$ cat config.mk
export PLATFORM = sky130hd
export DESIGN_NAME = uart_tx_arbiter_flat
export DESIGN_NICKNAME = d
export VERILOG_FILES = /design/src/rtl/uart_tx_arbiter_if.sv /design/src/rtl/uart_tx_arbiter.sv /design/src/flat_wrapper.sv
export SDC_FILE = /design/constraint.sdc
export NUM_CORES = 1
export LEC_CHECK = 0
export ABC_AREA = 0
export CAP_MARGIN = 0
export CORE_UTILIZATION = 33
export DETAILED_ROUTE_END_ITERATION = 7
export GPL_ROUTABILITY_DRIVEN = 0
export HOLD_SLACK_MARGIN = 0.15
export PLACE_DENSITY = 0.65
export SYNTH_ARGS = -nofsm -noshare
export SYNTH_HDL_FRONTEND = slang
export SYNTH_SLANG_ARGS = --single-unit
$ cat constraint.sdc
create_clock -name clk -period 3 [get_ports clk]
set_input_delay 0.45 -clock clk [delete_from_list [all_inputs] [get_ports clk]]
set_output_delay 0.45 -clock clk [all_outputs]
set_load 0.1 [all_outputs]
$ cat src/rtl/uart_tx_arbiter_if.sv
// ---------------------------------------------------------------------------
// uart_tx_arbiter_if
// Groups the requester-side and transmitter-side signals of the UART TX
// arbiter. The clock and reset stay as plain ports on the arbiter.
//
// Signals:
//   req[3:0]        per-requester byte-send request (level)
//   req_data[31:0]  byte for requester i on bits [8i+7:8i]
//   gnt[3:0]        one-hot, one-cycle grant pulse (data captured)
//   done[3:0]       one-hot, one-cycle pulse when requester's byte is sent
//   tx_enable       start strobe to the transmitter (level)
//   TX_BYTE[7:0]    byte presented to the transmitter
//   TX_BUSSY        transmitter busy
//   TX_VALID        transmitter completion pulse
//   arb_busy        high whenever the arbiter is not idle
//   owner[1:0]      index of current/last granted requester
//   timeout_err     one-cycle pulse when a byte is aborted by the timeout
//
// Modports:
//   slave  - the arbiter itself
//   master - the environment (requesters plus transmitter)
// ---------------------------------------------------------------------------
interface uart_tx_arbiter_if;
    logic [3:0]  req;
    logic [31:0] req_data;
    logic [3:0]  gnt;
    logic [3:0]  done;
    logic        tx_enable;
    logic [7:0]  TX_BYTE;
    logic        TX_BUSSY;
    logic        TX_VALID;
    logic        arb_busy;
    logic [1:0]  owner;
    logic        timeout_err;

    modport slave (
        input  req, req_data, TX_BUSSY, TX_VALID,
        output gnt, done, tx_enable, TX_BYTE, arb_busy, owner, timeout_err
    );

    modport master (
        output req, req_data, TX_BUSSY, TX_VALID,
        input  gnt, done, tx_enable, TX_BYTE, arb_busy, owner, timeout_err
    );
endinterface

$ cat src/rtl/uart_tx_arbiter.sv
// ---------------------------------------------------------------------------
// uart_tx_arbiter
// Round-robin arbiter sharing one UART transmitter among four requesters.
// In IDLE a pending request is granted (search order last+1 .. last), its
// byte is captured onto TX_BYTE, and the FSM walks START -> SEND -> IDLE
// following the transmitter's TX_BUSSY / TX_VALID handshake.
//
// Ports:
//   clk  - system clock, all logic on the rising edge
//   rst  - synchronous, active-high reset
//   bus  - uart_tx_arbiter_if.slave (req, req_data, gnt, done, tx_enable,
//          TX_BYTE, TX_BUSSY, TX_VALID, arb_busy, owner, timeout_err)
//
// Parameters:
//   TIMEOUT_CYCLES - cycle limit per byte in START+SEND (timeout build only)
//
// Build option:
//   UART_ARB_TIMEOUT_EN - when defined, a per-byte cycle counter aborts a
//   stalled byte after TIMEOUT_CYCLES cycles and pulses timeout_err. When
//   undefined there is no counter, timeout_err is tied low and the FSM
//   waits indefinitely for the transmitter.
// ---------------------------------------------------------------------------
module uart_tx_arbiter #(
    parameter int unsigned TIMEOUT_CYCLES = 65536
) (
    input  logic              clk,
    input  logic              rst,
    uart_tx_arbiter_if.slave  bus
);

    localparam logic [1:0] ST_IDLE  = 2'd0;
    localparam logic [1:0] ST_START = 2'd1;
    localparam logic [1:0] ST_SEND  = 2'd2;

    // The timeout needs at least one START cycle before the abort point.
    if (TIMEOUT_CYCLES < 2) begin : g_bad_timeout
        $error("uart_tx_arbiter: TIMEOUT_CYCLES must be at least 2");
    end

    logic [1:0] state_q, state_d;
    logic [3:0] gnt_q, gnt_d;
    logic [3:0] done_q, done_d;
    logic [7:0] tx_byte_q, tx_byte_d;
    logic [1:0] owner_q, owner_d;
    logic [1:0] last_q, last_d;
    logic [1:0] winner;
    logic       timeout_hit;

    // Round-robin pick: scan from farthest (last+4 == last) down to nearest
    // (last+1) so the nearest pending requester after 'last' overwrites
    // the others and wins.
    always_comb begin
        winner = last_q;
        for (int k = 4; k >= 1; k--) begin
            if (bus.req[last_q + 2'(k)]) begin
                winner = last_q + 2'(k);
            end
        end
    end

    // Main FSM. gnt and done are one-cycle pulses, so they default to zero
    // and are only set on the edge that starts or finishes a byte. A
    // completion in SEND takes priority over a timeout in the same cycle.
    always_comb begin
        state_d   = state_q;
        gnt_d     = '0;
        done_d    = '0;
        tx_byte_d = tx_byte_q;
        owner_d   = owner_q;
        last_d    = last_q;
        case (state_q)
            ST_IDLE: begin
                if (|bus.req) begin
                    gnt_d[winner] = 1'b1;
                    tx_byte_d     = bus.req_data[{winner, 3'b000} +: 8];
                    owner_d       = winner;
                    last_d        = winner;
                    state_d       = ST_START;
                end
            end
            ST_START: begin
                if (timeout_hit) begin
                    state_d = ST_IDLE;
                end else if (bus.TX_BUSSY) begin
                    state_d = ST_SEND;
                end
            end
            ST_SEND: begin
                if (bus.TX_VALID) begin
                    done_d[owner_q] = 1'b1;
                    state_d         = ST_IDLE;
                end else if (timeout_hit) begin
                    state_d = ST_IDLE;
                end
            end
            default: begin
                state_d = ST_IDLE;
            end
        endcase
    end

    // State and output registers. Reset leaves last at 3 so requester 0
    // is first in line after reset.
    always_ff @(posedge clk) begin
        if (rst) begin
            state_q   <= ST_IDLE;
            gnt_q     <= '0;
            done_q    <= '0;
            tx_byte_q <= 8'h00;
            owner_q   <= 2'd0;
            last_q    <= 2'd3;
        end else begin
            state_q   <= state_d;
            gnt_q     <= gnt_d;
            done_q    <= done_d;
            tx_byte_q <= tx_byte_d;
            owner_q   <= owner_d;
            last_q    <= last_d;
        end
    end

`ifdef UART_ARB_TIMEOUT_EN
    localparam int CNT_W = (TIMEOUT_CYCLES > 2) ? $clog2(TIMEOUT_CYCLES) : 1;
    localparam logic [CNT_W-1:0] CNT_LAST = CNT_W'(TIMEOUT_CYCLES - 1);

    logic [CNT_W-1:0] tmo_cnt_q, tmo_cnt_d;
    logic             timeout_err_q, timeout_err_d;

    // The counter sits at zero in IDLE, so it is already clear on the
    // grant edge and counts every START/SEND cycle of the byte.
    always_comb begin
        tmo_cnt_d = '0;
        if (state_q != ST_IDLE) begin
            tmo_cnt_d = tmo_cnt_q + 1'b1;
        end
    end

    assign timeout_hit   = (state_q != ST_IDLE) && (tmo_cnt_q == CNT_LAST);
    assign timeout_err_d = timeout_hit && !((state_q == ST_SEND) && bus.TX_VALID);

    // Timeout counter and the registered abort pulse.
    always_ff @(posedge clk) begin
        if (rst) begin
            tmo_cnt_q     <= '0;
            timeout_err_q <= 1'b0;
        end else begin
            tmo_cnt_q     <= tmo_cnt_d;
            timeout_err_q <= timeout_err_d;
        end
    end

    assign bus.timeout_err = timeout_err_q;
`else
    assign timeout_hit     = 1'b0;
    assign bus.timeout_err = 1'b0;
`endif

    assign bus.gnt       = gnt_q;
    assign bus.done      = done_q;
    assign bus.TX_BYTE   = tx_byte_q;
    assign bus.owner     = owner_q;
    assign bus.tx_enable = (state_q == ST_START);
    assign bus.arb_busy  = (state_q != ST_IDLE);

endmodule

$ cat src/flat_wrapper.sv
// flat-port wrapper written by rule: the top's interface ports become plain ports
module uart_tx_arbiter_flat 
#(
    parameter int unsigned TIMEOUT_CYCLES = 65536
)
  (clk, rst, bus_req, bus_req_data, bus_TX_BUSSY, bus_TX_VALID, bus_gnt, bus_done, bus_tx_enable, bus_TX_BYTE, bus_arb_busy, bus_owner, bus_timeout_err);
  uart_tx_arbiter_if bus_i ();
  input  logic clk;
  input  logic rst;
  input wire logic [$bits(bus_i.req)-1:0] bus_req;
  input wire logic [$bits(bus_i.req_data)-1:0] bus_req_data;
  input wire logic [$bits(bus_i.TX_BUSSY)-1:0] bus_TX_BUSSY;
  input wire logic [$bits(bus_i.TX_VALID)-1:0] bus_TX_VALID;
  output wire logic [$bits(bus_i.gnt)-1:0] bus_gnt;
  output wire logic [$bits(bus_i.done)-1:0] bus_done;
  output wire logic [$bits(bus_i.tx_enable)-1:0] bus_tx_enable;
  output wire logic [$bits(bus_i.TX_BYTE)-1:0] bus_TX_BYTE;
  output wire logic [$bits(bus_i.arb_busy)-1:0] bus_arb_busy;
  output wire logic [$bits(bus_i.owner)-1:0] bus_owner;
  output wire logic [$bits(bus_i.timeout_err)-1:0] bus_timeout_err;
  assign bus_i.req = bus_req;
  assign bus_i.req_data = bus_req_data;
  assign bus_i.TX_BUSSY = bus_TX_BUSSY;
  assign bus_i.TX_VALID = bus_TX_VALID;
  assign bus_gnt = bus_i.gnt;
  assign bus_done = bus_i.done;
  assign bus_tx_enable = bus_i.tx_enable;
  assign bus_TX_BYTE = bus_i.TX_BYTE;
  assign bus_arb_busy = bus_i.arb_busy;
  assign bus_owner = bus_i.owner;
  assign bus_timeout_err = bus_i.timeout_err;
  uart_tx_arbiter #(.TIMEOUT_CYCLES(TIMEOUT_CYCLES)) u_core (.clk(clk), .rst(rst), .bus(bus_i));
endmodule
Word-level counts from Yosys, hierarchy flattened:

Cells that the tools add are included.

* flip-flop bits (word level): 22
* memory bits (writable): 0
* memories: 0
* latch bits: 0
* ROM bits: 0
* output and inout bits: 21

* $add $sub $neg: 3
* equal/unequal tests: 5
* shift-type cells: 1
* reductions and logical operators: 9
* magnitude comparators: 7
* multipliers: 0
* bitwise logic cells: 4
* mux-type cells: 17
* divide/modulo/power cells: 0

Operator list (number)
* 32-bit by 6-bit indexed part select with 8-bit output: 1
* 2-bit by 3-bit < comparator with 1-bit output, second input constant: 5
* 2-bit two-way mux: 6
* 1-bit binary-select mux with 2-bit select: 3
* 2-bit one-hot mux with 3 select lines: 1
* 3-bit OR reduction: 2
* 1-bit two-way mux: 5
* 2-bit adder, second input constant: 2
* 1-bit demux with 2-bit select: 2
* 2-bit by 1-bit >= comparator with 1-bit output, second input constant: 2
* 2-bit inequality test, second input constant: 2
* 1-bit NOT: 4
* 4-bit OR reduction: 1
* 3-bit AND reduction: 1
* 2-bit by 1-bit adder with 2-bit output, second input constant: 1
* 2-bit by 1-bit equality test with 1-bit output, second input constant: 1
* 2-bit equality test, second input constant: 1
* 1-bit logical AND: 2
* 2-bit logical NOT: 1
* 2-bit by 1-bit inequality test with 1-bit output, second input constant: 1
* 2-bit AND reduction: 1
* 2-bit nonzero test: 1

Longest topological paths before layout:

Gate-level depths: netlist (run 1).

* word-level depth: 10
* gate-level depth with buffers: 7

Worst setup path before layout (run 1):

Ideal clock, no wire load.

* kind: reg2out
* from: register u_core.state_q[0]
* to: output bus_tx_enable
* path slack: 793 ps
* arrival: 1757 ps
* cell stages (with the launch flop): 2
* data required time: 2550 ps
* cells stage by stage: dfxtp_1 > nor2b_1

* word-level cells in the longest chain between the ends: 1

RTL lines
* start, declared: RTL line uart_tx_arbiter.sv:40 `logic [1:0] state_q, state_d;`
* start signal, assigned: RTL line uart_tx_arbiter.sv:113 `state_q <= state_d;`
* 2-bit by 1-bit equality test with 1-bit output: RTL line uart_tx_arbiter.sv:162 `assign bus.tx_enable = (state_q == ST_START);`
* end, declared: RTL line flat_wrapper.sv:16 `output wire logic [$bits(bus_i.tx_enable)-1:0] bus_tx_enable;`

No other way between the ends.

Worst setup path in the final report (run 1):

* from: input bus_req[3]
* to: register u_core.tx_byte_q[2] (netlist: u_core.bus.TX_BYTE[2])

* word-level cells in the longest chain between the ends: 6
* elaborated cells between the ends (all ways): 12

RTL lines
* start, declared: RTL line flat_wrapper.sv:10 `input wire logic [$bits(bus_i.req)-1:0] bus_req;`
* 1-bit binary-select mux with 2-bit select: RTL line uart_tx_arbiter.sv:55 `if (bus.req[last_q + 2'(k)]) begin`
* 1-bit two-way mux (not written as such): RTL line uart_tx_arbiter.sv:55
* 2-bit two-way mux (3 in series): RTL line uart_tx_arbiter.sv:55
* 32-bit by 6-bit indexed part select with 8-bit output: RTL line uart_tx_arbiter.sv:75 `tx_byte_d = bus.req_data[{winner, 3'b000} +: 8];`
* end signal, assigned: RTL line uart_tx_arbiter.sv:116 `tx_byte_q <= tx_byte_d;`
* end, declared: RTL line uart_tx_arbiter.sv:43 `logic [7:0] tx_byte_q, tx_byte_d;`

Several ways; a longest one is shown, not always the timed one. The select of a mux whose other input is x is not followed.
A chain may end at the register's enable or synchronous reset.

==> impl_metrics.prom, run 1 <==
# TYPE chip_impl_metric gauge
chip_impl_info{name="critPathSlowestCell",value="sky130_fd_sc_hd__or3_1"} 1
chip_impl_metric{name="fmax",unit="MHz"} 442
chip_impl_metric{name="die_w",unit="um"} 63.4
chip_impl_metric{name="synth-edff-count",unit=""} 0
chip_impl_metric{name="instances_no_fill",unit=""} 239
chip_impl_metric{name="drv.max_cap_violation_count",unit=""} 0
chip_impl_info{name="post-synth-top-area-cell",value="sky130_fd_sc_hd__dfxtp_1"} 1
chip_impl_info{name="timing.rr.start",value="u_core.last_q[0]$_SDFFE_PP1P_"} 1
chip_impl_metric{name="post_synth_inst_count",unit=""} 136
chip_impl_info{name="worstPathCellList",value="clkdlybuf4s50_1, nor2_1, or3_1, and3_1, o21ai_1, a211oi_2"} 1
chip_impl_metric{name="cts.htree.levels",unit=""} 1
chip_impl_metric{name="route.met3.wl",unit="um"} 277
chip_impl_metric{name="numCtsBuffers",unit=""} 3
chip_impl_metric{name="crit_required",unit="ns"} 3.14
chip_impl_metric{name="fillCellCount",unit=""} 328
chip_impl_metric{name="timing.final.crit_share",unit="%"} 75.4
chip_impl_metric{name="diodes",unit=""} 0
chip_impl_metric{name="floorplan.initialDensity",unit="%"} 35.9
chip_impl_metric{name="post-cts-setup-buffers",unit=""} 0
chip_impl_metric{name="nNetsFinal",unit=""} 234
chip_impl_metric{name="layout-drive-gt1-share",unit="%"} 25.4
chip_impl_metric{name="cp_data_arrival_time",unit="ns"} 2.40
chip_impl_info{name="ys_top_cells_by_count",value="22 x sky130_fd_sc_hd__dfxtp_1, 15 x sky130_fd_sc_hd__nor2_1, 9 x sky130_fd_sc_hd__a211oi_2, 9 x sky130_fd_sc_hd__and3_1, 7 x sky130_fd_sc_hd__o21ai_1"} 1
chip_impl_metric{name="power_leakage",unit="nW"} 0.772
chip_impl_metric{name="worst_setup_hold_path_clk_slew",unit="ns"} 0.08
chip_impl_info{name="cts_root_buffer",value="sky130_fd_sc_hd__clkbuf_8"} 1
chip_impl_metric{name="slew_violations",unit=""} 0
chip_impl_metric{name="finalHoldViolCount",unit=""} 0
chip_impl_info{name="routed.top_layer",value="met4"} 1
chip_impl_metric{name="final_cell_area",unit="sq mm"} 0.00187
chip_impl_metric{name="vias_per_cell",unit=""} 5.15
chip_impl_metric{name="synth_cell_types",unit=""} 39
chip_impl_metric{name="remaining_drc_errors",unit=""} 0
chip_impl_metric{name="cell_area_synth",unit="sq mm"} 0.00124
chip_impl_metric{name="dr_total_vias",unit=""} 1230
chip_impl_metric{name="critical-path-max-stage-delay",unit="ns"} 0.66
chip_impl_metric{name="die_height",unit="um"} 63.4
chip_impl_metric{name="cts_hold_buf",unit=""} 0
chip_impl_metric{name="hpwlAfterDp",unit="um"} 2670
chip_impl_metric{name="syn_nets",unit=""} 176
chip_impl_metric{name="worst-r2r-setup-slack",unit="ns"} 1.08
chip_impl_metric{name="boundaryPins",unit=""} 61
chip_impl_metric{name="setup-violations-final",unit=""} 0
chip_impl_metric{name="grt_util_all_layers",unit="%"} 18.2
chip_impl_metric{name="power.ir.vdd_worst",unit="mV"} 0.336
chip_impl_metric{name="core_area",unit="sq mm"} 0.00347
chip_impl_info{name="critPathCaptureType",value="register"} 1
chip_impl_metric{name="maximum_number_of_pins_on_one_net_before_global_route_repair",unit=""} 19
chip_impl_metric{name="critical_path_maximum_fanout",unit=""} 18
chip_impl_info{name="worstSetupPathType",value="input pin to register"} 1
chip_impl_metric{name="syn_avg_cell_area",unit="sq um"} 9.14
chip_impl_metric{name="grt_pass1_vias",unit=""} 1201
chip_impl_metric{name="wl_per_cell",unit="um"} 14.5
chip_impl_info{name="min_path_type",value="register to register"} 1
chip_impl_info{name="cp-start-kind",value="input pin"} 1
chip_impl_metric{name="row_count",unit=""} 21
chip_impl_info{name="rsz0062_at_grt",value="no"} 1
chip_impl_metric{name="drtAntennaViolNets",unit=""} 0
chip_impl_info{name="synth_top_cells_by_area",value="sky130_fd_sc_hd__dfxtp_1 35%, sky130_fd_sc_hd__a211oi_2 9.1%, sky130_fd_sc_hd__a21boi_2 5.4%"} 1
chip_impl_metric{name="setup_total_negative_slack",unit="ns"} 0
chip_impl_metric{name="detail_route.first_pass.iterations",unit=""} 4
chip_impl_metric{name="worst_r2r_path_depth",unit=""} 5
chip_impl_metric{name="ys_async_sr_fraction",unit="%"} 0
chip_impl_metric{name="timing_worst_slew_pin_value",unit="ns"} 0.988
chip_impl_info{name="synth_flop_cell",value="sky130_fd_sc_hd__dfxtp_1"} 1
chip_impl_metric{name="totalWireLength",unit="um"} 3470
chip_impl_metric{name="worst_slew_margin_rel",unit="%"} 33.6
chip_impl_metric{name="full_die_area",unit="sq mm"} 0.00402
chip_impl_metric{name="placed_cells",unit=""} 235
chip_impl_metric{name="min_path_cells",unit=""} 2
chip_impl_metric{name="drtIter0Drc",unit=""} 39
chip_impl_info{name="r2r_end",value="u_core.bus.TX_BYTE[2]$_SDFFE_PP0P_"} 1
chip_impl_metric{name="cts.path.max_buffers",unit=""} 2
chip_impl_metric{name="clock_sinks",unit=""} 22
chip_impl_metric{name="number_of_antenna_violations_at_the_first_check_in_global_routing",unit=""} 0
chip_impl_metric{name="finalWorstPathRequiredPeriod",unit="ns"} 2.26
chip_impl_metric{name="overflow",unit=""} 0
chip_impl_metric{name="synth_top_cell_area_share",unit="%"} 35.4
chip_impl_metric{name="place.port_buffers",unit=""} 59
chip_impl_metric{name="place_area",unit="sq mm"} 0.00180
chip_impl_metric{name="cts.repair.resized",unit=""} 0
chip_impl_info{name="min_to",value="u_core.bus.done[2]$_SDFF_PP0_"} 1
chip_impl_info{name="run_status",value="finished clean"} 1
chip_impl_metric{name="clk_latency",unit="ns"} 0.26
chip_impl_metric{name="global_route_wire_length_before_repair",unit="um"} 5650
chip_impl_metric{name="skew",unit="ns"} 0.000804
chip_impl_metric{name="m1WireLength",unit="um"} 1540
chip_impl_info{name="yosys.cell_count.top_type",value="sky130_fd_sc_hd__dfxtp_1"} 1
chip_impl_metric{name="yosys_warnings",unit=""} 0
chip_impl_metric{name="syn_to_final_growth",unit="%"} 50.3
chip_impl_metric{name="ys_ff_latch",unit=""} 22
chip_impl_info{name="min-delay-start",value="u_core.bus.owner[1]$_SDFFE_PP0P_"} 1
chip_impl_metric{name="synth.yosys.seq_area_share",unit="%"} 35.4
chip_impl_metric{name="power_density",unit="mW/mm^2"} 627
chip_impl_metric{name="wl_met2",unit="um"} 1610
chip_impl_info{name="clock_tree_from_tritoncts",value="done"} 1
where the power goes:
part	total, mW	internal [mW]	switching, mW
registers	0.353	0.325	0.0282
clock network	0.274	0.178	0.0955
logic	0.545	0.173	0.372
placed cells by master (no fill, tap or decap), types with 3 or more instances in the layout:
| cell | n |
|---|---|
| sky130_fd_sc_hd__buf_4 | 23 |
| sky130_fd_sc_hd__inv_1 | 3 |
| sky130_fd_sc_hd__nand2_1 | 5 |
| sky130_fd_sc_hd__o21ai_1 | 7 |
| sky130_fd_sc_hd__nor2_1 | 15 |
| sky130_fd_sc_hd__a21oi_1 | 6 |
| sky130_fd_sc_hd__nor2b_1 | 3 |
| sky130_fd_sc_hd__a221oi_1 | 6 |
| sky130_fd_sc_hd__and2_1 | 3 |
| sky130_fd_sc_hd__a211oi_2 | 9 |
| sky130_fd_sc_hd__dfxtp_1 | 22 |
| sky130_fd_sc_hd__a21boi_2 | 6 |
| sky130_fd_sc_hd__nor3b_1 | 3 |
| sky130_fd_sc_hd__and3_1 | 9 |
| sky130_fd_sc_hd__clkbuf_8 | 3 |
| sky130_fd_sc_hd__nand2b_1 | 5 |
| sky130_fd_sc_hd__clkdlybuf4s50_1 | 39 |
state kept, by name, summed over array words and instances, names as in the netlist:
register	flops
u_core.bus.owner	2
u_core.bus.gnt	4
u_core.state_q	2
u_core.last_q	2
u_core.bus.TX_BYTE	8
u_core.bus.done	4
worst max-delay path, delay by kind of cell:
family	cells	cell delay, ns
AOI/OAI and AO/OA	2	0.34
and+or+nand+nor	3	1.06
buffers and inverters	1	0.55
worst max-delay path by stage:
stage	startpoint	end	cells after the start
final	bus_req[3]	u_core.bus.TX_BYTE[2]$_SDFFE_PP0P_	6
after global routing	bus_req[1]	u_core.bus.TX_BYTE[2]$_SDFFE_PP0P_	5
after CTS	bus_req[3]	u_core.bus.TX_BYTE[2]$_SDFFE_PP0P_	6
after detailed placement	bus_req[3]	u_core.bus.TX_BYTE[2]$_SDFFE_PP0P_	6
after global placement	bus_req[3]	u_core.bus.TX_BYTE[2]$_SDFFE_PP0P_	6
after floorplan	u_core.state_q[0]$_SDFFE_PP0P_	bus_tx_enable	1
kinds of logic (layout without fill, tap and decap cells):
group                  count (synthesis)  after routing  synth area share, %
and+or+nand+nor                       56             56                 25.5
AOI/OAI and AO/OA                     45             45                 32.6
DFF                                   22             22                 35.4
buffers and inverters                 12             69                 6.24
other                                  1              1                0.302
metrics by stage:
stage / hold WS, ns / setup slack (ns) / power, mW / utilization, %
floorplan: 0.529 / 0.793 / 0.771 / -
global route: 0.529 / 0.617 / 1.23 / 53.9
CTS: 0.491 / 0.769 / 1.18 / 53.9
detailed placement: 0.480 / 0.485 / 0.908 / 51.8
global placement: 0.479 / 0.536 / 0.899 / 51.8
finish: 0.493 / 0.739 / 1.17 / 53.9
cell type report:
| cell class | count | area [sq um] | area share, % |
|---|---|---|---|
| clock inverters | 1 | 30.0 | 1.61 |
| inverters | 3 | 11.3 | 0.602 |
| multi-input cells | 102 | 726 | 38.8 |
| flip-flops and latches | 22 | 440 | 23.6 |
| repair buffers | 62 | 563 | 30.1 |
| clock buffers | 3 | 41.3 | 2.21 |
| well taps | 46 | 57.6 | 3.08 |
per-layer routing:
metal  vias to the layer above  track usage [%]
met1                       564             23.3
li1                        607                -
met4                         0             5.68
met2                        55             29.0
met5                         -                0
met3                         4             5.62
No activity file was read; power rests on OpenSTA's default activity.
==> run 2: changes to the inputs <==
==> constraint.sdc (replaced) <==
create_clock -name clk -period 2.4 [get_ports clk]
set_input_delay 0.36 -clock clk [delete_from_list [all_inputs] [get_ports clk]]
set_output_delay 0.36 -clock clk [all_outputs]
set_load 0.1 [all_outputs]
==> run 2 against run 1 <==
Effect of this change:
- cell count rose by 0.84%
- hold slack better by 0.0044 ns
- first-iteration DRC count increased by 72%
- die area unchanged
- critical path type unchanged
- critical endpoint is now u_core.bus.TX_BYTE[0]$_SDFFE_PP0P_
- largest power group unchanged
==> impl_metrics.prom, run 2 (same netlist as run 1, synthesis figures left out) <==
# TYPE chip_impl_metric gauge
chip_impl_metric{name="drv.max_cap_violation_count",unit=""} 0
chip_impl_info{name="worstSetupPathType",value="input pin to register"} 1
chip_impl_metric{name="grt_util_all_layers",unit="%"} 18.7
chip_impl_metric{name="placed_cells",unit=""} 237
chip_impl_metric{name="finalHoldViolCount",unit=""} 0
chip_impl_metric{name="fin_worst_hold_slack",unit="ns"} 0.497
chip_impl_metric{name="detail_route.first_pass.iterations",unit=""} 4
chip_impl_metric{name="cp_data_arrival_time",unit="ns"} 2.28
chip_impl_metric{name="syn_to_final_growth",unit="%"} 51.5
chip_impl_metric{name="crit_required",unit="ns"} 2.59
chip_impl_metric{name="cts.repair.resized",unit=""} 0
chip_impl_info{name="run_status",value="finished clean"} 1
chip_impl_info{name="worstPathCellList",value="clkdlybuf4s50_1, nor2b_1, o31ai_1, a221oi_1, a211oi_2"} 1
chip_impl_info{name="clock_tree_from_tritoncts",value="done"} 1
chip_impl_info{name="layout.cells.most_common_list",value="39 x sky130_fd_sc_hd__clkdlybuf4s50_1, 25 x sky130_fd_sc_hd__buf_4, 22 x sky130_fd_sc_hd__dfxtp_1"} 1
chip_impl_metric{name="hpwlAfterDp",unit="um"} 2730
chip_impl_metric{name="drtAntennaViolNets",unit=""} 0
chip_impl_metric{name="postLayoutCoreUtil",unit="%"} 54.3
chip_impl_metric{name="post-layout-total-power",unit="mW"} 1.48
chip_impl_metric{name="clock_sinks",unit=""} 22
chip_impl_info{name="critPathSlowestCell",value="sky130_fd_sc_hd__o31ai_1"} 1
chip_impl_metric{name="post-route-worst-setup-slack",unit="ns"} 0.318
chip_impl_metric{name="cts_hold_buf",unit=""} 0
chip_impl_info{name="layout.cells.most_common",value="sky130_fd_sc_hd__clkdlybuf4s50_1"} 1
chip_impl_metric{name="cts.path.max_buffers",unit=""} 2
chip_impl_metric{name="worst_slew_margin_rel",unit="%"} 36.5
chip_impl_metric{name="flip_flop_count_of_the_largest_register_all_copies_and_words_added",unit=""} 8
chip_impl_metric{name="row_count",unit=""} 21
chip_impl_metric{name="nNetsFinal",unit=""} 236
chip_impl_metric{name="die_w",unit="um"} 63.4
chip_impl_metric{name="grt_pass1_vias",unit=""} 1200
chip_impl_metric{name="skew",unit="ns"} 0.00518
chip_impl_metric{name="full_die_area",unit="sq mm"} 0.00402
chip_impl_metric{name="floorplan.initialDensity",unit="%"} 35.9
chip_impl_metric{name="overflow",unit=""} 0
chip_impl_metric{name="final_cell_area",unit="sq mm"} 0.00188
chip_impl_metric{name="setup-violations-final",unit=""} 0
chip_impl_metric{name="fillCellCount",unit=""} 319
chip_impl_metric{name="layout-drive-gt1-share",unit="%"} 26.2
chip_impl_metric{name="power.ir.vdd_worst",unit="mV"} 0.533
chip_impl_metric{name="fmax",unit="MHz"} 480
chip_impl_metric{name="cts.htree.levels",unit=""} 1
chip_impl_metric{name="worst-r2r-setup-slack",unit="ns"} 0.55
chip_impl_metric{name="clk_latency",unit="ns"} 0.26
chip_impl_metric{name="totalWireLength",unit="um"} 3610
chip_impl_metric{name="core_area",unit="sq mm"} 0.00347
chip_impl_metric{name="instances_no_fill",unit=""} 241
chip_impl_metric{name="setup_total_negative_slack",unit="ns"} 0
chip_impl_metric{name="drtIter0Drc",unit=""} 67
chip_impl_info{name="critPathCaptureType",value="register"} 1
chip_impl_metric{name="dr_total_vias",unit=""} 1259
chip_impl_metric{name="place.port_buffers",unit=""} 59
chip_impl_metric{name="numCtsBuffers",unit=""} 3
chip_impl_metric{name="global_route_wire_length_before_repair",unit="um"} 5890
chip_impl_metric{name="finalWorstPathRequiredPeriod",unit="ns"} 2.08
chip_impl_metric{name="die_height",unit="um"} 63.4
chip_impl_metric{name="power_leakage",unit="nW"} 0.781
chip_impl_info{name="rsz0062_at_grt",value="no"} 1
chip_impl_metric{name="maximum_number_of_pins_on_one_net_before_global_route_repair",unit=""} 19
chip_impl_metric{name="worst_setup_hold_path_clk_slew",unit="ns"} 0.09
chip_impl_metric{name="vias_per_cell",unit=""} 5.22
chip_impl_metric{name="timing.final.crit_share",unit="%"} 86.8
chip_impl_info{name="cts_root_buffer",value="sky130_fd_sc_hd__clkbuf_8"} 1
chip_impl_metric{name="boundaryPins",unit=""} 61
chip_impl_metric{name="slew_violations",unit=""} 0
chip_impl_metric{name="timing_worst_slew_pin_value",unit="ns"} 0.944
chip_impl_metric{name="post-cts-setup-buffers",unit=""} 0
chip_impl_info{name="cp-start-kind",value="input pin"} 1
chip_impl_metric{name="wl_per_cell",unit="um"} 15.0
chip_impl_metric{name="critical_path_maximum_fanout",unit=""} 7
chip_impl_metric{name="power_density",unit="mW/mm^2"} 787
chip_impl_info{name="min_path_type",value="register to register"} 1
chip_impl_metric{name="dp_worst_setup_slack",unit="ns"} 0.0552
chip_impl_metric{name="number_of_antenna_violations_at_the_first_check_in_global_routing",unit=""} 0
chip_impl_metric{name="diodes",unit=""} 0
chip_impl_metric{name="place_area",unit="sq mm"} 0.00181
chip_impl_metric{name="remaining_drc_errors",unit=""} 0
chip_impl_metric{name="critical-path-max-stage-delay",unit="ns"} 0.80
[run 2: final timing paths]
kind	endpoint	cells after the start	start
hold reg to reg	u_core.bus.done[2]$_SDFF_PP0_	1	u_core.bus.owner[0]$_SDFFE_PP0P_
setup / recovery	u_core.bus.TX_BYTE[0]$_SDFFE_PP0P_	5	bus_req[1]
setup reg to reg	u_core.bus.TX_BYTE[0]$_SDFFE_PP0P_	4	u_core.last_q[0]$_SDFFE_PP1P_
hold / removal	u_core.bus.done[2]$_SDFF_PP0_	1	u_core.bus.owner[0]$_SDFFE_PP0P_
[run 2: worst max-delay path, delay by kind of cell]
family,cells,cell delay (ns)
AND/OR/NAND/NOR,1,0.18
AO/OA/AOI/OAI,3,1.24
buffers and inverters,1,0.50
[run 2: metal layers]
metal	wire (um)	vias to the layer above	global-route usage, %
li1	-	615	-
met1	1700	592	25.4
met3	282	2	5.43
met4	23	0	5.97
met5	0	-	0
met2	1610	50	27.9
[run 2: area by class of cell]
class | instances | area (sq um) | area share, %
timing repair buffer | 64 | 578 | 30.7
inverter | 3 | 11.3 | 0.598
clock inverter | 1 | 30.0 | 1.59
tap | 46 | 57.6 | 3.05
clock buffer | 3 | 41.3 | 2.19
sequential | 22 | 440 | 23.4
multi-input combinational | 102 | 726 | 38.5
[run 2: power breakdown]
group	total, mW	switching [mW]	internal [mW]
clock	0.350	0.127	0.223
sequential	0.442	0.0355	0.406
combinational	0.692	0.470	0.222
==> run 3: changes to the inputs <==
--- a/config.mk
+++ b/config.mk
@@ -7,6 +7,7 @@
 export LEC_CHECK = 0
 export ABC_AREA = 0
 export CAP_MARGIN = 0
+export CORE_MARGIN = 4
 export CORE_UTILIZATION = 33
 export DETAILED_ROUTE_END_ITERATION = 7
 export GPL_ROUTABILITY_DRIVEN = 0
==> run 3 against run 2 <==
Effect of this change:
- cell count is 0.41% lower
- sequential share of layout area is 0.54 points higher
- clock power is 38% lower
- combinational power decreased by 2%
- fmax shrank 2.3%
- non-clock buffer count fell by 2
==> impl_metrics.prom, run 3 (same netlist as run 1, synthesis figures left out) <==
# TYPE chip_impl_metric gauge
chip_impl_metric{name="power.ir.vdd_worst",unit="mV"} 0.327
chip_impl_metric{name="remaining_drc_errors",unit=""} 0
chip_impl_metric{name="boundaryPins",unit=""} 61
chip_impl_metric{name="fmax",unit="MHz"} 469
chip_impl_metric{name="timing.final.crit_share",unit="%"} 88.8
chip_impl_info{name="r2r_end",value="u_core.bus.TX_BYTE[3]$_SDFFE_PP0P_"} 1
chip_impl_metric{name="cts.htree.levels",unit=""} 1
chip_impl_info{name="run_status",value="finished clean"} 1
chip_impl_metric{name="multi_input_area",unit="sq um"} 726
chip_impl_metric{name="finalWorstPathRequiredPeriod",unit="ns"} 2.13
chip_impl_metric{name="diodes",unit=""} 0
chip_impl_metric{name="cts.path.max_buffers",unit=""} 2
chip_impl_metric{name="grt_pass1_vias",unit=""} 1163
chip_impl_metric{name="totalWireLength",unit="um"} 3380
chip_impl_info{name="clock_tree_from_tritoncts",value="done"} 1
chip_impl_metric{name="slew_violations",unit=""} 0
chip_impl_metric{name="critical_path_maximum_fanout",unit=""} 18
chip_impl_metric{name="skew",unit="ns"} 0.00236
chip_impl_info{name="rsz0062_at_grt",value="no"} 1
chip_impl_metric{name="worst-r2r-setup-slack",unit="ns"} 0.50
chip_impl_info{name="cts_root_buffer",value="sky130_fd_sc_hd__clkbuf_8"} 1
chip_impl_metric{name="die_height",unit="um"} 69.4
chip_impl_metric{name="fillCellCount",unit=""} 348
chip_impl_metric{name="syn_to_final_growth",unit="%"} 48.1
chip_impl_info{name="critPathCaptureType",value="register"} 1
chip_impl_metric{name="post-cts-setup-buffers",unit=""} 0
chip_impl_metric{name="min_path_cells",unit=""} 2
chip_impl_metric{name="dr_total_vias",unit=""} 1205
chip_impl_info{name="cp-start-kind",value="input pin"} 1
chip_impl_metric{name="layout-drive-gt1-share",unit="%"} 25.0
chip_impl_metric{name="power_leakage",unit="nW"} 0.757
chip_impl_metric{name="worst_r2r_path_depth",unit=""} 4
chip_impl_metric{name="cts_hold_buf",unit=""} 0
chip_impl_metric{name="clk_latency",unit="ns"} 0.25
chip_impl_metric{name="post-layout-total-power",unit="mW"} 1.34
chip_impl_metric{name="register_area",unit="sq um"} 440
chip_impl_metric{name="core_area",unit="sq mm"} 0.00366
chip_impl_info{name="layout.cells.most_common_list",value="39 x sky130_fd_sc_hd__clkdlybuf4s50_1, 23 x sky130_fd_sc_hd__buf_4, 22 x sky130_fd_sc_hd__dfxtp_1"} 1
chip_impl_metric{name="die_w",unit="um"} 69.4
chip_impl_metric{name="drtIter0Drc",unit=""} 44
chip_impl_metric{name="full_die_area",unit="sq mm"} 0.00481
chip_impl_metric{name="row_count",unit=""} 22
chip_impl_metric{name="finalHoldViolCount",unit=""} 0
chip_impl_metric{name="grt_util_all_layers",unit="%"} 13.5
chip_impl_metric{name="cp_data_arrival_time",unit="ns"} 2.30
chip_impl_metric{name="clock_sinks",unit=""} 22
chip_impl_metric{name="worst_slew_margin_rel",unit="%"} 38.5
chip_impl_info{name="min_path_type",value="register to register"} 1
chip_impl_metric{name="hpwlAfterDp",unit="um"} 2620
chip_impl_metric{name="vias_per_cell",unit=""} 5.02
chip_impl_metric{name="cts.repair.resized",unit=""} 0
chip_impl_metric{name="number_of_antenna_violations_at_the_first_check_in_global_routing",unit=""} 0
chip_impl_metric{name="flip_flop_count_of_the_largest_register_all_copies_and_words_added",unit=""} 8
chip_impl_metric{name="drtAntennaViolNets",unit=""} 0
chip_impl_info{name="worstSetupPathType",value="input pin to register"} 1
chip_impl_metric{name="setup_total_negative_slack",unit="ns"} 0
chip_impl_metric{name="place.port_buffers",unit=""} 59
chip_impl_metric{name="floorplan.initialDensity",unit="%"} 34.0
chip_impl_info{name="timing.rr.start",value="u_core.last_q[1]$_SDFFE_PP1P_"} 1
chip_impl_metric{name="nNetsFinal",unit=""} 234
chip_impl_metric{name="maximum_number_of_pins_on_one_net_before_global_route_repair",unit=""} 19
chip_impl_metric{name="timing_worst_slew_pin_value",unit="ns"} 0.915
chip_impl_metric{name="global_route_wire_length_before_repair",unit="um"} 5460
chip_impl_metric{name="overflow",unit=""} 0
chip_impl_metric{name="power_density",unit="mW/mm^2"} 726
chip_impl_metric{name="worst_setup_hold_path_clk_slew",unit="ns"} 0.07
chip_impl_metric{name="setup-violations-final",unit=""} 0
chip_impl_info{name="layout.cells.most_common",value="sky130_fd_sc_hd__clkdlybuf4s50_1"} 1
chip_impl_info{name="min-delay-start",value="u_core.bus.owner[1]$_SDFFE_PP0P_"} 1
chip_impl_metric{name="detail_route.first_pass.iterations",unit=""} 4
chip_impl_metric{name="numCtsBuffers",unit=""} 3
chip_impl_metric{name="crit_required",unit="ns"} 2.57
chip_impl_info{name="min_to",value="u_core.bus.done[2]$_SDFF_PP0_"} 1
chip_impl_metric{name="drv.max_cap_violation_count",unit=""} 0
chip_impl_metric{name="wl_per_cell",unit="um"} 14.1
run 3: changes by cell type in the layout (fill, tap and decap cells not counted), sizes merged:
cell	previous run	this run
bufinv	1	0
buf	25	23
run 3: layout make-up:
| cell class | count | share of cell area [%] |
|---|---|---|
| Tap cell | 48 | 3.26 |
| Timing Repair Buffer | 62 | 30.6 |
| Multi-Input combinational cell | 102 | 39.4 |
| Inverter | 3 | 0.611 |
| Sequential cell | 22 | 23.9 |
| Clock buffer | 3 | 2.24 |
run 3: per-stage QoR:
stage               hold WS [ns]  worst slack, ns  instance area, sq um  cells  util (%)
floorplan                  0.439            0.280                  1240    136         -
global placement           0.471           0.0667                  1800    237      49.2
detailed placement         0.482          0.00914                  1800    237      49.2
CTS                        0.493            0.276                  1840    240      50.3
global route               0.515            0.156                  1840    240      50.3
finish                     0.489            0.268                  1840    240      50.3
run 3: worst max-delay path by stage:
stage	start	end	slack, ns	cells after the start
3_3_place_gp	bus_req[3]	u_core.bus.TX_BYTE[3]$_SDFFE_PP0P_	0.07	6
5_1_grt	bus_req[3]	u_core.bus.TX_BYTE[5]$_SDFFE_PP0P_	0.16	6
6_report	bus_req[1]	u_core.bus.TX_BYTE[5]$_SDFFE_PP0P_	0.27	6
4_1_cts	bus_req[3]	u_core.bus.TX_BYTE[5]$_SDFFE_PP0P_	0.28	6
3_5_place_dp	bus_req[1]	u_core.bus.TX_BYTE[5]$_SDFFE_PP0P_	0.009	6
2_1_floorplan	u_core.state_q[0]$_SDFFE_PP0P_	u_core.state_q[1]$_SDFFE_PP0P_	0.28	3
run 3: worst max-delay path, stage by stage:
cell and delay (ns):
sky130_fd_sc_hd__clkdlybuf4s50_1 0.49, sky130_fd_sc_hd__nor2b_1 0.18, sky130_fd_sc_hd__or3_1 0.62, sky130_fd_sc_hd__and2_4 0.27
sky130_fd_sc_hd__o211a_1 0.21, sky130_fd_sc_hd__o31ai_2 0.18
run 3: where the power goes:
group	total (mW)	internal, mW	switching [mW]
logic	0.676	0.217	0.460
clock network	0.218	0.112	0.107
registers	0.443	0.407	0.0366
total	1.34	0.735	0.603
run 3: layer usage:
metal	global-route usage, %	routed length (um)	vias to the layer above
li1	-	-	609
met1	17.2	1500	552
met2	22.5	1670	42
met3	2.46	173	2
met4	5.21	36	0
met5	0	0	-
